## src/rtl/fwd_pkg.sv

```systemverilog
// Shared types and helpers for the forwarding scoreboard.
// Entry fields are sized for the largest configuration this block is meant to
// cover (8-bit register addresses, up to 15 forwarding stages). Instances zero-extend
// their narrower fields into these.
package fwd_pkg;

  localparam int RD_W  = 8;
  localparam int RDY_W = 4;

  // Select value meaning "take the operand from the register file".
  localparam int SEL_REGFILE = 0;

  typedef struct packed {
    logic             valid;
    logic [RD_W-1:0]  rd;
    logic [RDY_W-1:0] rdy;
  } entry_t;

  // A ready stage of 0 behaves like 1. Anything past the last stage is pulled back to the last stage.
  function automatic logic [RDY_W-1:0] clamp_rdy(input logic [RDY_W-1:0] rdy,
                                                 input logic [RDY_W-1:0] last_stage);
    logic [RDY_W-1:0] r;
    r = rdy;
    if (r == '0)
      r = RDY_W'(1);
    if (r > last_stage)
      r = last_stage;
    return r;
  endfunction

endpackage

```

## src/rtl/fwd_match.sv

```systemverilog
// Priority search for the youngest in-flight writer of one source register.
// Reports whether one was found, its position, and whether its result
// would still be unforwardable when the consumer reaches EX.
module fwd_match
  import fwd_pkg::*;
#(
  parameter  int NUM_STAGES = 2,
  parameter  int REG_AW     = 5,
  localparam int SEL_W      = $clog2(NUM_STAGES + 1)
) (
  input  logic [REG_AW-1:0]           i_src,
  input  logic                        i_used,
  input  entry_t [NUM_STAGES-1:0]     i_entries,
  output logic                        o_hit,
  output logic [SEL_W-1:0]            o_pos,
  output logic                        o_not_ready
);

  logic [RDY_W-1:0] w_rdy;

  // Scan oldest to youngest so the youngest match overwrites older ones.
  always_comb begin
    o_hit       = 1'b0;
    o_pos       = '0;
    w_rdy       = '0;
    o_not_ready = 1'b0;
    if (i_used && (i_src != '0)) begin
      for (int p = NUM_STAGES - 1; p >= 0; p--) begin
        if (i_entries[p].valid && (i_entries[p].rd == RD_W'(i_src))) begin
          o_hit = 1'b1;
          o_pos = SEL_W'(p);
          w_rdy = i_entries[p].rdy;
        end
      end
    end
    // At position p the consumer would meet the producer at stage p+1.
    o_not_ready = o_hit && ((RDY_W'(o_pos) + RDY_W'(1)) < w_rdy);
  end

endmodule

```

## src/rtl/fwd_scoreboard.sv

```systemverilog
// Forwarding and load-use hazard scoreboard. It sits beside the ID/EX register.
// A shift register of writer tags follows each instruction from EX to WB.
// ID is stalled while a needed result cannot yet be forwarded. Otherwise the
// forward selects are registered so they line up with the consumer in EX.
// Only positions 0..NUM_STAGES-1 are stored. An entry in WB retires before any
// consumer can reach EX, and the write-first register file supplies that value.
module fwd_scoreboard
  import fwd_pkg::*;
#(
  parameter  int NUM_STAGES = 2,
  parameter  int REG_AW     = 5,
  parameter  int CNT_W      = 32,
  localparam int SEL_W      = $clog2(NUM_STAGES + 1)
) (
  input  logic              i_clk,
  input  logic              i_rst_n,
  input  logic              i_hold,
  input  logic              i_flush,
  input  logic              i_id_valid,
  input  logic [REG_AW-1:0] i_id_rs1,
  input  logic              i_id_rs1_used,
  input  logic [REG_AW-1:0] i_id_rs2,
  input  logic              i_id_rs2_used,
  input  logic [REG_AW-1:0] i_id_rd,
  input  logic              i_id_reg_write,
  input  logic [SEL_W-1:0]  i_id_rdy_stage,
  output logic              o_stall,
  output logic [SEL_W-1:0]  o_fwd_a,
  output logic [SEL_W-1:0]  o_fwd_b,
  output logic [CNT_W-1:0]  o_stall_count
);

  entry_t [NUM_STAGES-1:0] r_entries;
  logic [SEL_W-1:0]        r_fwd_a;
  logic [SEL_W-1:0]        r_fwd_b;
  logic [CNT_W-1:0]        r_stall_count;

  entry_t                  w_new;
  logic                    w_hit_a;
  logic                    w_hit_b;
  logic [SEL_W-1:0]        w_pos_a;
  logic [SEL_W-1:0]        w_pos_b;
  logic                    w_nr_a;
  logic                    w_nr_b;
  logic                    w_hazard;
  logic                    w_stall;
  logic                    w_advance;

  fwd_match #(
    .NUM_STAGES (NUM_STAGES),
    .REG_AW     (REG_AW)
  ) u_match_a (
    .i_src       (i_id_rs1),
    .i_used      (i_id_rs1_used),
    .i_entries   (r_entries),
    .o_hit       (w_hit_a),
    .o_pos       (w_pos_a),
    .o_not_ready (w_nr_a)
  );

  fwd_match #(
    .NUM_STAGES (NUM_STAGES),
    .REG_AW     (REG_AW)
  ) u_match_b (
    .i_src       (i_id_rs2),
    .i_used      (i_id_rs2_used),
    .i_entries   (r_entries),
    .o_hit       (w_hit_b),
    .o_pos       (w_pos_b),
    .o_not_ready (w_nr_b)
  );

  // Build the tag the ID instruction would carry into EX. Writes to x0 are not tracked.
  always_comb begin
    w_new       = '0;
    w_new.valid = i_id_valid & i_id_reg_write & (i_id_rd != '0);
    w_new.rd    = RD_W'(i_id_rd);
    w_new.rdy   = clamp_rdy(RDY_W'(i_id_rdy_stage), RDY_W'(NUM_STAGES));
  end

  // Hazard detection. A flush kills the instruction, so it removes the need to stall.
  always_comb begin
    w_hazard  = i_id_valid & (w_nr_a | w_nr_b);
    w_stall   = w_hazard & ~i_flush;
    w_advance = i_id_valid & ~w_hazard & ~i_flush;
  end

  // Advance the tag pipeline. A bubble enters EX when ID does not advance.
  always_ff @(posedge i_clk or negedge i_rst_n) begin
    if (!i_rst_n) begin
      r_entries <= '0;
    end else if (!i_hold) begin
      for (int k = NUM_STAGES - 1; k > 0; k--)
        r_entries[k] <= r_entries[k-1];
      r_entries[0] <= w_advance ? w_new : entry_t'('0);
    end
  end

  // Register the forward selects so they line up with the consumer once it is in EX.
  always_ff @(posedge i_clk or negedge i_rst_n) begin
    if (!i_rst_n) begin
      r_fwd_a <= SEL_W'(SEL_REGFILE);
      r_fwd_b <= SEL_W'(SEL_REGFILE);
    end else if (!i_hold) begin
      r_fwd_a <= (w_advance && w_hit_a) ? (w_pos_a + SEL_W'(1)) : SEL_W'(SEL_REGFILE);
      r_fwd_b <= (w_advance && w_hit_b) ? (w_pos_b + SEL_W'(1)) : SEL_W'(SEL_REGFILE);
    end
  end

  // Saturating count of cycles lost to hazard stalls. Frozen cycles are not counted.
  always_ff @(posedge i_clk or negedge i_rst_n) begin
    if (!i_rst_n) begin
      r_stall_count <= '0;
    end else if (w_stall && !i_hold && (r_stall_count != '1)) begin
      r_stall_count <= r_stall_count + CNT_W'(1);
    end
  end

  assign o_stall       = w_stall;
  assign o_fwd_a       = r_fwd_a;
  assign o_fwd_b       = r_fwd_b;
  assign o_stall_count = r_stall_count;

endmodule

```

## config.mk

```make
export PLATFORM = sky130hd
export DESIGN_NAME = fwd_scoreboard
export DESIGN_NICKNAME = d
export VERILOG_FILES = /design/src/rtl/fwd_pkg.sv /design/src/rtl/fwd_match.sv /design/src/rtl/fwd_scoreboard.sv
export SDC_FILE = /design/constraint.sdc
export NUM_CORES = 1
export LEC_CHECK = 0
export CORE_UTILIZATION = 42
export DETAILED_ROUTE_END_ITERATION = 6
export DONT_BUFFER_PORTS = 1
export GPL_TIMING_DRIVEN = 0
export PLACE_DENSITY = 0.66
export SLEW_MARGIN = 20
export SYNTH_ARGS = -nofsm -noshare
export SYNTH_HDL_FRONTEND = slang
export SYNTH_SLANG_ARGS = --single-unit
```

## constraint.sdc

```tcl
create_clock -name i_clk -period 5.8 [get_ports i_clk]
set_input_delay 1.16 -clock i_clk [delete_from_list [all_inputs] [get_ports i_clk]]
set_output_delay 1.16 -clock i_clk [all_outputs]
set_load 0.01 [all_outputs]
```

==> summary.md <==
| Metric | Value |
|---|---|
| Pre-CTS WS | 1.17 ns |
| WL final | 5.65 mm |
| Worst Setup SP | i_id_rs2[3] |
| Reg-to-reg endpoint | o_stall_count[25] |
| Initial core utilization | 44.6% |
| Root Buffer | clkbuf_8 |
| Post-Syn Area | 0.00272 mm^2 |
| Crit path cell chain | xor2_1 -> nor4_1 -> and3_1 -> a22oi_1 -> or2_2 -> ha_1 -> nor2b_1 -> a41oi_1 -> o211ai_1 -> a21oi_1 |
| Setup_tns | 0 ns |
| Synth top area cells | dfrtp_1 48%, xnor2_1 11%, xor2_1 5.5% |
| Reg2Reg Setup Slack | 2.38 ns |
| Post-synthesis mux area share | 3.73% |
| Unrepaired setup endpoints after global routing | false |
| Final-report hold violation count | 0 |
| Main synth FF type | dfrtp_1 |
| Combinational family with the most area after synthesis | simple AND/OR/NAND/NOR gates |
| Slew Limit Fails | 0 |
| Worst Setup EP | o_stall |
| Clk_lat worst skew | 0.30 ns |
| Final setup vio count | 0 |
| # IOs | 62 |
| Syn nets | 276 |
| FF-to-FF path depth | 13 |
| Slowest-stage cell, CP | nor4_1 |
| Layout overhead on the synthesized area | 6.76% |
| Vias in the first global route | 1956 |
| Slowest cell delay on critical path | 0.36 ns |
| H-tree levels | 2 |
| Final Skew | 0.00773 ns |
| Synth Register Bits | 52 |
| Full die area | 0.00680 mm^2 |
| VDD IR max | 0.000114 V |
| Hold WS | 0.520 ns |
| Setup Buffers After CTS | 0 |
| Crit-path leading delay family | simple AND/OR/NAND/NOR gates |
| Leak pwr | 1.26 nW |
| Layout cells sized above 1 | 11.7% |
| EDFF count, synth | 0 |
| CP startpoint kind | primary input |
| Crit-path max FO | 5 |
| Post-detail-place hpwl | 4.11 mm |
| Share of the synthesized area in the top cell type | 47.8% |
| Mapped Cells | 248 |
| Clk buf depth | 2 |
| Core area | 0.00610 mm^2 |
| Worst endpoint required time | 4.64 ns |
| Final GP Congestion | 0.801 |
| Crit path depth | 10 |
| Arr. time, crit path | 3.47 ns |
| Routed Antenna Nets | 0 |
| First-pass GRT wire length | 9.09 mm |
| Die height | 82.5 um |
| Die X | 82.5 um |
| ANT cells | 0 |
| Number of DRC markers in iteration 0 | 58 |
| DRT Pass-1 Iters | 4 |
| DR WL/cell | 17.1 um |
| Post-Syn Area per Cell | 11.0 um^2 |
| Seq/Total Area, Yosys | 47.8% |
| Post-route minimum period | 4.63 ns |
| GRT Total Usage | 18.0% |
| Synth unique cells | 39 |
| Post-Synth Adder-Cell Area | 1.38% |
| Setup ws final | 1.17 ns |
| Vias post-DR | 1870 |
| Cts hold-fix bufs | 0 |
| Grt ovf | 0 |
| Routed vias/inst | 5.65 |
| Max-Cap Viols | 0 |
| CTS tree | built |
| HP Class | flip-flop to flip-flop |
| Clock Sinks | 52 |
| PD cells | 214 mW/mm^2 |
| Crit end category | output pin |
| Final period utilization | 79.8% |
| Commonest non-fill, non-tap cells in the layout | 52 x dfrtp_1, 34 x xnor2_1, 17 x xor2_1 |
| Most common cell after layout, fill and taps aside | dfrtp_1 |
| Status | finished clean |
| Nets | 283 |
| Reg-to-reg startpoint | r_entries[7] |
| Post-Synth Simple-Gate Area | 21.5% |
| PortBufs | 0 |
| Ys async rst share | 100% |
| Maximum clock frequency | 216 MHz |
| Compound-Gate Fraction of Synth Area | 6.53% |
| DRC errors left | 0 |
| Largest net degree at the start of global routing | 53 |
| Row count | 28 |
| Initial antenna violation count | 0 |
| Reg clk slew, reported paths | 0.09 ns |
| Xor/xnor share of the synthesized area | 16.4% |
| Synth area leader | dfrtp_1 |
| Worst Path Buf+Inv | 0 |
| Hold Crit Depth | 1 |
| CTS Buf Count | 5 |
| Slew HR | 61.3% |
| Synthesis Warnings | 0 |
| Resized cells post-CTS | 0 |
| Worst Tran Pin Value | 0.581 ns |
| Kind of critical path | primary input to output pin |
[cell type report]
class / count / area, um^2
well taps: 75 / 93.8
plain buffers: 10 / 60.1
clock buffers: 8 / 90.1
fillers: 593 / 3190
multi-input cells: 183 / 1350
flip-flops and latches: 52 / 1300
inverters: 3 / 11.3
[worst min-delay path by stage]
stage / from / slack [ns] / endpoint
floorplan: r_entries[0] / 0.47 / r_entries[0]
global placement: r_entries[0] / 0.49 / r_entries[0]
detailed placement: r_entries[0] / 0.49 / r_entries[0]
CTS: r_entries[0] / 0.52 / r_entries[13]
global route: i_rst_n / 0.51 / o_fwd_b[0]
finish: r_entries[0] / 0.52 / r_entries[13]
[report_power, final]
group / internal [mW] / switching (mW) / total [mW]
registers: 0.370 / 0.00861 / 0.378
logic: 0.0170 / 0.0141 / 0.0310
clock network: 0.0976 / 0.115 / 0.213
total: 0.484 / 0.138 / 0.622
[kinds of logic after synthesis]
group                      after synthesis
AOI/OAI and AO/OA                       22
xor gates and xnor gates                51
adders and majority gates                3
buffers and inverters                   13
DFF                                     52
muxes                                    9
and+or+nand+nor                         98
[state kept, by name (all words and copies together) (netlist names)]
signal and count:
o_fwd_a 2, o_fwd_b 2, o_stall_count 32, r_entries 16
[cell usage after synthesis (2+ instances only)]
cell      count
and4_1        2
inv_1         3
mux2_2        8
nor2b_1       2
ha_1          3
or4_1         2
a41oi_1       2
nor3_1        5
and3_1       13
nor4_1        5
a22o_1       10
xnor2_1      34
nand4b_1      2
or4_4         2
nand3_1      14
nand4_1       9
xor2_1       17
clkbuf_1      5
buf_1         2
nor2_1       11
nand3b_1      2
o21ai_1       2
and2_1        4
buf_6         3
dfrtp_1      52
o211ai_1      2
nand2_1      14
nand3_2       7
[stage by stage]
step / util [%] / area [um^2] / power [mW] / instances
2_1_floorplan: - / 2720 / 0.410 / 248
3_3_place_gp: 46.2 / 2810 / 0.416 / 323
3_5_place_dp: 46.2 / 2810 / 0.417 / 323
4_1_cts: 47.6 / 2900 / 0.632 / 331
5_1_grt: 47.6 / 2900 / 0.648 / 331
6_report: 47.6 / 2900 / 0.622 / 331
[layer usage]
metal	share of wire [%]	wire (um)	global-route usage (%)
met3	5.9	331	4.95
met1	45	2520	21.8
met5	0	0	0
met4	0.34	19	5.61
met2	49	2780	30.7
No activity file was read; power rests on OpenSTA's default activity.
